<file path="src/rtl/t03_hline_tracker_pkg.sv">
// Shared state type and default sizing for the horizontal line tracker.
package t03_hline_pkg;
    localparam int W_DEF       = 11;
    localparam int MIN_LEN_DEF = 16;
    localparam int MAX_LEN_DEF = 1024;
    localparam int MAX_ERR_DEF = 3;

    typedef enum logic [1:0] {
        SEARCH  = 2'd0,
        MEASURE = 2'd1,
        LOCKED  = 2'd2
    } state_t;
endpackage

</file>
<file path="src/rtl/t03_hline_tracker_if.sv">
// Line-timing link between the horizontal counter (master) and the tracker (slave).
interface t03_hline_tracker_if
    import t03_hline_pkg::*;
#(
    parameter int W = W_DEF
);
    logic         tc_in;
    logic         locked;
    logic [W-1:0] hpos;
    logic [W-1:0] line_len;
    logic         line_start;
    logic         err;

    modport master (output tc_in, input locked, hpos, line_len, line_start, err);
    modport slave  (input tc_in, output locked, hpos, line_len, line_start, err);
endinterface

</file>
<file path="src/rtl/t03_hline_tracker.sv">
// Locks onto the horizontal line strobe period and flywheels a local pixel
// position aligned to the transmitter's count once two equal periods are seen.
//
// state   | meaning
// --------+-----------------------------------------------------------
// SEARCH  | waiting for any strobe to start a period measurement
// MEASURE | counting strobe-to-strobe periods, holding a candidate
// LOCKED  | flywheeling hpos over line_len, checking strobe alignment
module t03_hline_tracker
    import t03_hline_pkg::*;
#(
    parameter int W       = W_DEF,
    parameter int MIN_LEN = MIN_LEN_DEF,
    parameter int MAX_LEN = MAX_LEN_DEF,
    parameter int MAX_ERR = MAX_ERR_DEF
) (
    input  logic              clk,
    input  logic              nrst,
    t03_hline_tracker_if.slave hl
);
    localparam int           EW    = $clog2(MAX_ERR + 1);
    localparam logic [W-1:0] MIN_L = W'(MIN_LEN);
    localparam logic [W-1:0] MAX_L = W'(MAX_LEN);
    localparam logic [EW-1:0] MAX_E = EW'(MAX_ERR);

    state_t        state_q, state_d;
    logic [W-1:0]  cnt_q, cnt_d;
    logic [W-1:0]  cand_q, cand_d;
    logic          cand_valid_q, cand_valid_d;
    logic [W-1:0]  hpos_q, hpos_d;
    logic [W-1:0]  line_len_q, line_len_d;
    logic [EW-1:0] err_cnt_q, err_cnt_d;
    logic          err_q, err_d;

    logic [EW-1:0] err_cnt_inc;
    logic          hpos_zero;

    assign err_cnt_inc = err_cnt_q + EW'(1);
    assign hpos_zero   = (hpos_q == '0);

    always_ff @(posedge clk or negedge nrst) begin
        if (!nrst) begin
            state_q      <= SEARCH;
            cnt_q        <= '0;
            cand_q       <= '0;
            cand_valid_q <= 1'b0;
            hpos_q       <= '0;
            line_len_q   <= '0;
            err_cnt_q    <= '0;
            err_q        <= 1'b0;
        end else begin
            state_q      <= state_d;
            cnt_q        <= cnt_d;
            cand_q       <= cand_d;
            cand_valid_q <= cand_valid_d;
            hpos_q       <= hpos_d;
            line_len_q   <= line_len_d;
            err_cnt_q    <= err_cnt_d;
            err_q        <= err_d;
        end
    end

    always_comb begin
        state_d      = state_q;
        cnt_d        = cnt_q;
        cand_d       = cand_q;
        cand_valid_d = cand_valid_q;
        hpos_d       = hpos_q;
        line_len_d   = line_len_q;
        err_cnt_d    = err_cnt_q;
        err_d        = 1'b0;

        unique case (state_q)
            SEARCH: begin
                hpos_d     = '0;
                line_len_d = '0;
                if (hl.tc_in) begin
                    state_d      = MEASURE;
                    cnt_d        = W'(1);
                    cand_valid_d = 1'b0;
                end
            end

            MEASURE: begin
                if (hl.tc_in) begin
                    cnt_d = W'(1);
                    if (cnt_q < MIN_L || cnt_q > MAX_L) begin
                        cand_valid_d = 1'b0;
                    end else if (!cand_valid_q || cnt_q != cand_q) begin
                        cand_d       = cnt_q;
                        cand_valid_d = 1'b1;
                    end else begin
                        state_d    = LOCKED;
                        line_len_d = cand_q;
                        hpos_d     = W'(1);
                        err_cnt_d  = '0;
                    end
                end else if (cnt_q == MAX_L) begin
                    // no strobe within the longest legal line: start over
                    state_d = SEARCH;
                    cnt_d   = '0;
                end else begin
                    cnt_d = cnt_q + W'(1);
                end
            end

            LOCKED: begin
                hpos_d = (hpos_q == line_len_q - W'(1)) ? '0 : hpos_q + W'(1);
                if (hl.tc_in && hpos_zero) begin
                    err_cnt_d = '0;
                end else if (hl.tc_in || hpos_zero) begin
                    // misplaced or missing strobe; the flywheel is never resynced
                    err_d     = 1'b1;
                    err_cnt_d = err_cnt_inc;
                    if (err_cnt_inc == MAX_E) begin
                        state_d    = SEARCH;
                        hpos_d     = '0;
                        line_len_d = '0;
                    end
                end
            end

            default: begin
                state_d = SEARCH;
            end
        endcase
    end

    always_comb begin
        hl.locked     = (state_q == LOCKED);
        hl.hpos       = hpos_q;
        hl.line_len   = line_len_q;
        hl.err        = err_q;
        hl.line_start = (state_q == LOCKED) && hpos_zero;
    end
endmodule

</file>
<file path="src/flat_wrapper.sv">
// flat-port wrapper written by rule: the top's interface ports become plain ports
module t03_hline_tracker_flat import t03_hline_pkg::*;
#(
    parameter int W       = W_DEF,
    parameter int MIN_LEN = MIN_LEN_DEF,
    parameter int MAX_LEN = MAX_LEN_DEF,
    parameter int MAX_ERR = MAX_ERR_DEF
)
  (clk, nrst, hl_tc_in, hl_locked, hl_hpos, hl_line_len, hl_line_start, hl_err);
  t03_hline_tracker_if #(.W(W)) hl_i ();
  input  logic clk;
  input  logic nrst;
  input wire logic [$bits(hl_i.tc_in)-1:0] hl_tc_in;
  output wire logic [$bits(hl_i.locked)-1:0] hl_locked;
  output wire logic [$bits(hl_i.hpos)-1:0] hl_hpos;
  output wire logic [$bits(hl_i.line_len)-1:0] hl_line_len;
  output wire logic [$bits(hl_i.line_start)-1:0] hl_line_start;
  output wire logic [$bits(hl_i.err)-1:0] hl_err;
  assign hl_i.tc_in = hl_tc_in;
  assign hl_locked = hl_i.locked;
  assign hl_hpos = hl_i.hpos;
  assign hl_line_len = hl_i.line_len;
  assign hl_line_start = hl_i.line_start;
  assign hl_err = hl_i.err;
  t03_hline_tracker #(.W(W), .MIN_LEN(MIN_LEN), .MAX_LEN(MAX_LEN), .MAX_ERR(MAX_ERR)) u_core (.clk(clk), .nrst(nrst), .hl(hl_i));
endmodule
</file>
<file path="config.mk">
export PLATFORM = sky130hd
export DESIGN_NAME = t03_hline_tracker_flat
export DESIGN_NICKNAME = d
export VERILOG_FILES = /design/src/rtl/t03_hline_tracker_pkg.sv /design/src/rtl/t03_hline_tracker_if.sv /design/src/rtl/t03_hline_tracker.sv /design/src/flat_wrapper.sv
export SDC_FILE = /design/constraint.sdc
export NUM_CORES = 1
export LEC_CHECK = 0
export BUFFER_PORTS_ARGS = -buffer_cell sky130_fd_sc_hd__buf_4
export CAP_MARGIN = 20
export CORE_MARGIN = 4
export CORE_UTILIZATION = 65
export DETAILED_ROUTE_END_ITERATION = 8
export GPL_TIMING_DRIVEN = 0
export PLACE_DENSITY = 0.87
export SKIP_CTS_REPAIR_TIMING = 1
export SYNTH_ARGS = -nofsm -noshare
export SYNTH_HDL_FRONTEND = slang
export SYNTH_SLANG_ARGS = --single-unit
</file>
<file path="constraint.sdc">
create_clock -name clk -period 5.75 [get_ports clk]
set_clock_uncertainty 0.05 [all_clocks]
set_input_delay 0.575 -clock clk [delete_from_list [all_inputs] [get_ports clk]]
set_output_delay 0.575 -clock clk [all_outputs]
set_load 0.03 [all_outputs]
</file>
---- Word level (Yosys, flattened, before mapping) ----
Cells that the tools add are included.
word-level totals
  output and inout port bits .............. 25
  flip-flop bits (word level) ............. 50
  input bits .............................. 3
  logic and storage cells ................. 93
cells by class
  equality and inequality tests ........... 18
  $add $sub $neg .......................... 4
  mux-type cells .......................... 42
  bitwise logic cells ..................... 1
  $lt $le $gt $ge ......................... 2
  reductions and logical operators ........ 18
operators by type and width
  kind                                                         count
  two-way mux 11 bit                                           16
  one-hot mux 11 bit (3 select lines)                          2
  two-way mux 2 bit                                            13
  adder 11 x 1 -> 11 bit, second input constant                2
  one-hot mux 11 bit (2 select lines)                          1
  AND reduction 7 bit                                          2
  AND reduction 4 bit                                          3
  == test 11 bit                                               1
  == test 11 bit, second input constant                        1
  greater-than comparator 11 bit, second input constant        1
  logical NOT 11 bit                                           1
  less-than comparator 11 x 5 -> 1 bit, second input constant  1
  != test 11 bit                                               1
  subtractor 11 x 1 -> 11 bit, second input constant           1
  != test 2 bit, second input constant                         5
  two-way mux 1 bit                                            7
  != test 3 x 1 -> 1 bit, second input constant                2
  != test 3 bit, second input constant                         2
  one-hot mux 2 bit (3 select lines)                           1
  AND reduction 5 bit                                          1
  == test 2 bit, second input constant                         2
  != test 2 x 1 -> 1 bit, second input constant                2
  one-hot mux 2 bit (2 select lines)                           1
  nonzero test 2 bit                                           2
  other kinds (11)                                             14

---- Logic depth before layout (Yosys ltp) ----
Gate-level depths: netlist of run 1.
  word-level depth ........................ 7
  depth in mapped cells ................... 12
  depth with buffers taken out ............ 12

---- Worst setup path before layout of run 1 ----
No wires, ideal clock.
  kind .................................... reg-to-reg
  start point ............................. register u_core.line_len_q[0] (netlist: u_core.hl.line_len[0])
  end point ............................... register u_core.hpos_q[5] (netlist: u_core.hl.hpos[5])
  data required time ...................... 5576 ps
  setup slack ............................. 2958 ps
  clock period less this slack ............ 2792 ps
  path buffers ............................ 3
  cell stages (with the launch flop) ...... 13
  data arrival time ....................... 2618 ps
  setup time .............................. 124 ps
  path through ............................ dfrtp_1 buf_6 inv_1 ha_1 clkbuf_1 nand2b_1 or4b_4 xnor2_2 o211ai_1 o211ai_2 buf_6 nor2_1 a211o_1
between the ends
  cells in the longest elaborated chain, start to end .. 7
RTL lines
  item                                   RTL line                  text
  start, declared                        t03_hline_tracker.sv:31   logic [W-1:0] line_len_q, line_len_d;
  start signal, assigned                 t03_hline_tracker.sv:57   line_len_q <= line_len_d;
  subtractor 11 x 1 -> 11 bit *          t03_hline_tracker.sv:108  hpos_d = (hpos_q == line_len_q - W'(1)) ? '0 : hpos_q + W'(1);
  == test 11 bit *                       t03_hline_tracker.sv:108
  two-way mux 11 bit *                   t03_hline_tracker.sv:108
  two-way mux 11 bit                     t03_hline_tracker.sv:115  if (err_cnt_inc == MAX_E) begin
  two-way mux 11 bit                     t03_hline_tracker.sv:111  end else if (hl.tc_in || hpos_zero) begin
  two-way mux 11 bit *                   t03_hline_tracker.sv:109  if (hl.tc_in && hpos_zero) begin
  one-hot mux 11 bit (3 select lines) *  t03_hline_tracker.sv:73   unique case (state_q)
  end signal, assigned                   t03_hline_tracker.sv:56   hpos_q <= hpos_d;
  end, declared                          t03_hline_tracker.sv:30   logic [W-1:0] hpos_q, hpos_d;
Mark *: on every way between the ends. The rest lies on a longest branch, timed or not.
A chain may end at the register's enable or synchronous reset.

---- Worst setup path in the final report of run 1 ----
  start point ............................. register u_core.line_len_q[0] (netlist: u_core.hl.line_len[0])
  end point ............................... register u_core.hpos_q[10] (netlist: u_core.hl.hpos[10])
The elaborated chain is that of the path after synthesis.

==> run metrics, run 1 <==
HPWL Detailed 5470 um; largest net degree at the start of global routing 51; register bit count reported by yosys 50; min-delay worst type primary input to async pin; Clock Sinks 50; Post-Syn Area 3260 um2; Arr. time, crit path 3.21 ns; cell family with most CP delay compound AO/OA/AOI/OAI gates; Fin. Hold Viols 0; Detailed Routing Iterations Pass 1 5; slowest stage cell on the critical path a2111oi_0; fill count 359; Worst Setup End Kind flop; clock root cell clkbuf_8; synth warn 0; vias per cell 6.08; # diodes 0; biggest area consumer among synthesized cells dfrtp_1; global-route usage over all layers 26.6%; Num CTS Buffers 5; # rows 25; Reg2Reg Depth 11; sequential cell area 1250 um2; io pins 28; Hold WS 0.230 ns; static leakage 1.63 nW; first-pass GRT wire length 13200 um; vias in the first global route 2718; syn_area_per_cell 8.87 um2; max_cap viols 0; DRC 0; DR WL/cell 16.3 um; clk_lat worst skew 0.30 ns; upper clock frequency limit 327 MHz; top cells by area, synth dfrtp_1, xnor2_1, nand2_1; deepest clock path buffer count 2; Iter 0 DRT Violations 217; Post-Syn Nets 384; Slew HR 57.8%; dominant synthesized flop cell dfrtp_1; final setup fails 0; Initial Utilization 68.2%; fin util 76.5%; grt total ovfl 0; Worst path depth 11; CP max stage delay 0.49 ns; overall routed net length 7670 um; worst slew pin tran 0.633 ns; Bufs and invs on worst path 4; Port Buffers 27; Area growth syn-to-layout 12.2%; H-Tree Depth 2; Startpoint Class flop; ys async rst share 100%; status completed; Seq/Total Area, Yosys 38.3%; Worst Path Required 5.90 ns; setup_tns 0 ns; gpl congestion 0.883; Final Cycle Share 53.2%; Die Span X 78.9 um; fin area 3660 um2; Clock Pin Slew Worst Setup and Hold Paths 0.09 ns; Cells after Synth 368; layout cells sized above 1 15.9%; maximum vdd drop 0.359 mV; crit path max fanout 10; antenna violations before repair 0; Post-DRT Antenna Nets 0; RSZ-0062 raised after global routing no; core area 4790 um2; Placement Cell Area 3550 um2; die height 78.9 um; CP cell instances buf_6 -> inv_1 -> ha_1 -> clkbuf_1 -> nand2b_1 -> a2111oi_0 -> nor4_1 -> o311ai_2 -> o211ai_2 -> buf_6 -> o41ai_1; area share of the largest cell type after synthesis 38.3%; nets@finish 418; Synth cell types 56; number of synthesized flops with an enable pin 0; CTS tree built; Setup CP Type flop to flop; fin. max-slew vios 0; most used cell, CP buf_6; minimum clock period 3.06 ns; Total Power 1.46 mW; power per cell area 399 nW/um2; footprint of the multi-input gates 1820 um2; Vias 2852; die area 6220 um2
==> final timing paths <==
kind                                             start  slack (ns)                     end
worst max register to register   u_core.hl.line_len[0]        2.69      u_core.hl.hpos[10]
worst min-delay path                              nrst        0.23      u_core.hl.hpos[10]
worst min register to register  u_core.hl.line_len[10]        0.52  u_core.hl.line_len[10]
min in group clk                u_core.hl.line_len[10]        0.52  u_core.hl.line_len[10]
max in group asynchronous                         nrst        4.99     u_core.cand_valid_q
worst max-delay path             u_core.hl.line_len[0]        2.69      u_core.hl.hpos[10]
==> routing by layer <==
metal,global-route usage (%),wire length (um)
met1,35.2,3350
met5,0,0
met2,44.7,3720
met3,3.97,438
met4,9.28,167
==> power breakdown <==
part           switching, mW  internal, mW
Clock                  0.111         0.139
Combinational          0.459         0.280
Sequential            0.0653         0.407
==> sequential cells by signal, indices dropped and copies added (netlist names) <==
name / cells
u_core.err_cnt_q: 2
u_core.hl.hpos: 11
u_core.hl.err: 1
u_core.state_q: 2
u_core.cand_q: 11
u_core.hl.line_len: 11
u_core.cand_valid_q: 1
u_core.cnt_q: 11
==> synthesized netlist by cell type, types with 2 or more instances <==
cell and instances:
a211o_1 3, a211oi_1 2, a21oi_1 14, a22o_1 4, a31oi_1 4, and2_1 4, and3_1 6, buf_2 3
buf_6 3, clkbuf_1 19, dfrtp_1 50, ha_1 13, inv_1 18, mux2_2 12, mux2i_1 2, nand2_1 47
nand3_1 6, nand3b_1 2, nand4_1 7, nor2_1 29, nor2b_1 4, nor3_1 10, nor4_1 11, o211a_1 2
o211ai_1 4, o21ai_0 21, o21ai_1 3, o22ai_1 2, o31a_1 2, o32ai_1 4, o41ai_1 2, or2_2 3
or3_1 2, or3_4 2, xnor2_1 21, xor2_1 7
==> per-stage QoR <==
step           setup slack (ns)  std cells
2_1_floorplan              2.96        368
3_3_place_gp               2.83        462
3_5_place_dp               2.75        462
4_1_cts                    2.69        469
5_1_grt                    2.46        469
6_report                   2.69        469
==> cell usage in the layout, fill, tap and decap left out, drive strengths merged, types with 13 or more instances in the layout <==
cell type	instances
a21oi	14
buf	33
clkbuf	26
dfrtp	50
ha	13
inv	18
nand2	47
nor2	29
o21ai	24
xnor2	22
==> final cells by class <==
type / count / area share [%]
plain buffers: 26 / 3.42
clock buffers: 6 / 2.25
clock inverters: 1 / 0.820
inverters: 18 / 1.84
multi-input cells: 274 / 49.7
flip-flops and latches: 50 / 34.2
well taps: 67 / 2.29
repair buffers: 27 / 5.53
==> kinds of logic after synthesis <==
kind of cell	count (synthesis)	share of synthesized area (%)
fa+ha+maj	13	4.98
buf+inv	44	5.90
compound gates	78	16.4
flops	50	38.3
xor+xnor	29	8.01
simple gates	140	21.6
mux	14	4.75
No activity file was read; power rests on OpenSTA's default activity.
==> run 2: changes to the inputs <==
CORE_UTILIZATION = 54   (was 65)
PLACE_DENSITY = 0.77   (was 0.87)
clock period = 2.64 ns   (was 5.75 ns; I/O delays follow)
==> run 2 against run 1 <==
Effect of this change:
- worst setup slack lost 2.7 ns
- highest routed layer unchanged
- wire length grew 5.4%
- combinational power grew to 2.6 times the previous value
- final cell count grew 6.2%
==> run metrics, run 2 (synthesis results as in run 1) <==
worst flop-to-flop path startpoint u_core.hl.line_len[3] (was u_core.hl.line_len[0]); Setup WS post-layout 0.0172 ns (was 2.69 ns); Setup CP Type flop to flop (unchanged); # rows 28 (was 25); upper clock frequency limit 381 MHz (was 327 MHz); Worst setup endpoint u_core.hl.hpos[5] (was u_core.hl.hpos[10]); most common cell after layout, fill and taps aside buf_4 (was dfrtp_1); largest net degree at the start of global routing 51 (unchanged); core area 5890 um2 (was 4790 um2); Clock Sinks 50 (unchanged); maximum vdd drop 0.488 mV (was 0.359 mV); Post-DRT Antenna Nets 0 (unchanged); Total Power 3.41 mW (was 1.46 mW); vias in the first global route 2670 (was 2718); HPWL Detailed 5360 um (was 5470 um); minimum clock period 2.62 ns (was 3.06 ns); Fin. Hold Viols 0 (unchanged); Startpoint Class flop (unchanged); DRC 0 (unchanged); CP cell instances buf_6 -> or3_4 -> or4b_4 -> xnor2_2 -> o211ai_1 -> o211ai_2 -> buf_6 -> buf_6 -> nor2_1 -> a211o_1 (was buf_6 -> inv_1 -> ha_1 -> clkbuf_1 -> nand2b_1 -> a2111oi_0 -> nor4_1 -> o311ai_2 -> o211ai_2 -> buf_6 -> o41ai_1); GR Util met2 35.5% (was 44.7%); min-delay worst type primary input to flop (was primary input to async pin); busiest grt layer met2 (unchanged); Area growth syn-to-layout 22.8% (was 12.2%); CTS tree built (unchanged); DR WL/cell 16.2 um (was 16.3 um); nets@finish 438 (was 418); H-Tree Depth 2 (unchanged); die height 85.7 um (was 78.9 um); io pins 28 (unchanged); Clock Pin Slew Worst Setup and Hold Paths 0.11 ns (was 0.09 ns); Worst Path Required 2.80 ns (was 5.90 ns); clock root cell clkbuf_8 (unchanged); Iter 0 DRT Violations 248 (was 217); Reg2Reg Depth 10 (was 11); crit path max fanout 6 (was 10); pre-CTS setup slack -0.276 ns (was 2.75 ns); Slew HR 56.9% (was 57.8%); CP max stage delay 0.52 ns (was 0.49 ns); static leakage 1.78 nW (was 1.63 nW); max_cap viols 0 (unchanged); Vias 2975 (was 2852); Port Buffers 27 (unchanged); most frequent cells in the layout buf_4, nand2_1, dfrtp_1 (was dfrtp_1, nand2_1, nor2_1); final setup fails 0 (unchanged); Worst Setup End Kind flop (unchanged); RSZ-0062 raised after global routing yes (was no); fin. max-slew vios 0 (unchanged); R2R Path End u_core.hl.hpos[5] (was u_core.hl.hpos[10]); Die Span X 85.7 um (was 78.9 um); most used cell, CP buf_6 (unchanged); Worst Setup SP u_core.hl.line_len[3] (was u_core.hl.line_len[0]); worst slew pin tran 0.646 ns (was 0.633 ns); antenna violations before repair 0 (unchanged); Initial Utilization 55.4% (was 68.2%); clk_lat worst skew 0.32 ns (was 0.30 ns); die area 7350 um2 (was 6220 um2); GR Util met1 28.6% (was 35.2%); layout cells sized above 1 29.1% (was 15.9%); grt total ovfl 0 (unchanged); Num CTS Buffers 5 (unchanged); Arr. time, crit path 2.79 ns (was 3.21 ns); power per cell area 852 nW/um2 (was 399 nW/um2); status completed (unchanged); Hold WS 0.315 ns (was 0.230 ns); deepest clock path buffer count 2 (unchanged); overall routed net length 8090 um (was 7670 um); vias per cell 5.97 (was 6.08); Detailed Routing Iterations Pass 1 4 (was 5); first-pass GRT wire length 12700 um (was 13200 um); gpl congestion 0.882 (was 0.883); setup_tns 0 ns (unchanged); met3 Track Usage GR 4.03% (was 3.97%); global-route usage over all layers 21.3% (was 26.6%); fin util 68.1% (was 76.5%); # diodes 0 (unchanged); reg2reg setup slack 0.02 ns (was 2.69 ns); slowest stage cell on the critical path or4b_4 (was a2111oi_0); Final Cycle Share 99.3% (was 53.2%)
[run 2: where the power goes]
| part | total [mW] | internal (mW) | switching (mW) | leakage [nW] |
|---|---|---|---|---|
| Sequential | 1.06 | 0.893 | 0.171 | 0.670 |
| Combinational | 1.89 | 0.799 | 1.09 | 1.06 |
| Clock | 0.464 | 0.187 | 0.277 | 0.0441 |
[run 2: worst min-delay path by stage]
stage,from,endpoint,cells past startpoint
after floorplan,nrst,u_core.cand_q[0],0
after global placement,nrst,u_core.hl.line_len[4],1
after detailed placement,nrst,u_core.hl.line_len[7],1
after CTS,nrst,u_core.cand_q[7],1
after global routing,hl_tc_in,u_core.hl.err,3
final,hl_tc_in,u_core.hl.err,3
[run 2: stage by stage]
| step | instance area, um2 | instances |
|---|---|---|
| CTS | 3650 | 478 |
| global route | 4010 | 498 |
| floorplan | 3270 | 368 |
| finish | 4010 | 498 |
| detailed placement | 3560 | 470 |
| global placement | 3560 | 470 |
[run 2: layer usage]
metal	up-vias	share of wire, %
li1	1414	-
met1	1461	44
met2	94	49
met3	6	5.6
met4	0	0.85
met5	-	0
[run 2: layout make-up]
cell class                      count  area, um2
Multi-Input combinational cell    274       1970
Fill cell                         445       1880
Sequential cell                    50       1260
Timing Repair Buffer               56        430
Tap cell                           75       93.8
Buffer                             17       92.6
Clock buffer                        5       68.8
Inverter                           18       67.6
Clock inverter                      3       21.3
[run 2: critical path, delay by kind of cell (launching register included)]
family | cells | cell delay, ns
and+or+nand+nor | 3 | 0.93
AOI/OAI and AO/OA | 3 | 0.57
buffers and inverters | 3 | 0.42
DFF | 1 | 0.39
xor gates and xnor gates | 1 | 0.16
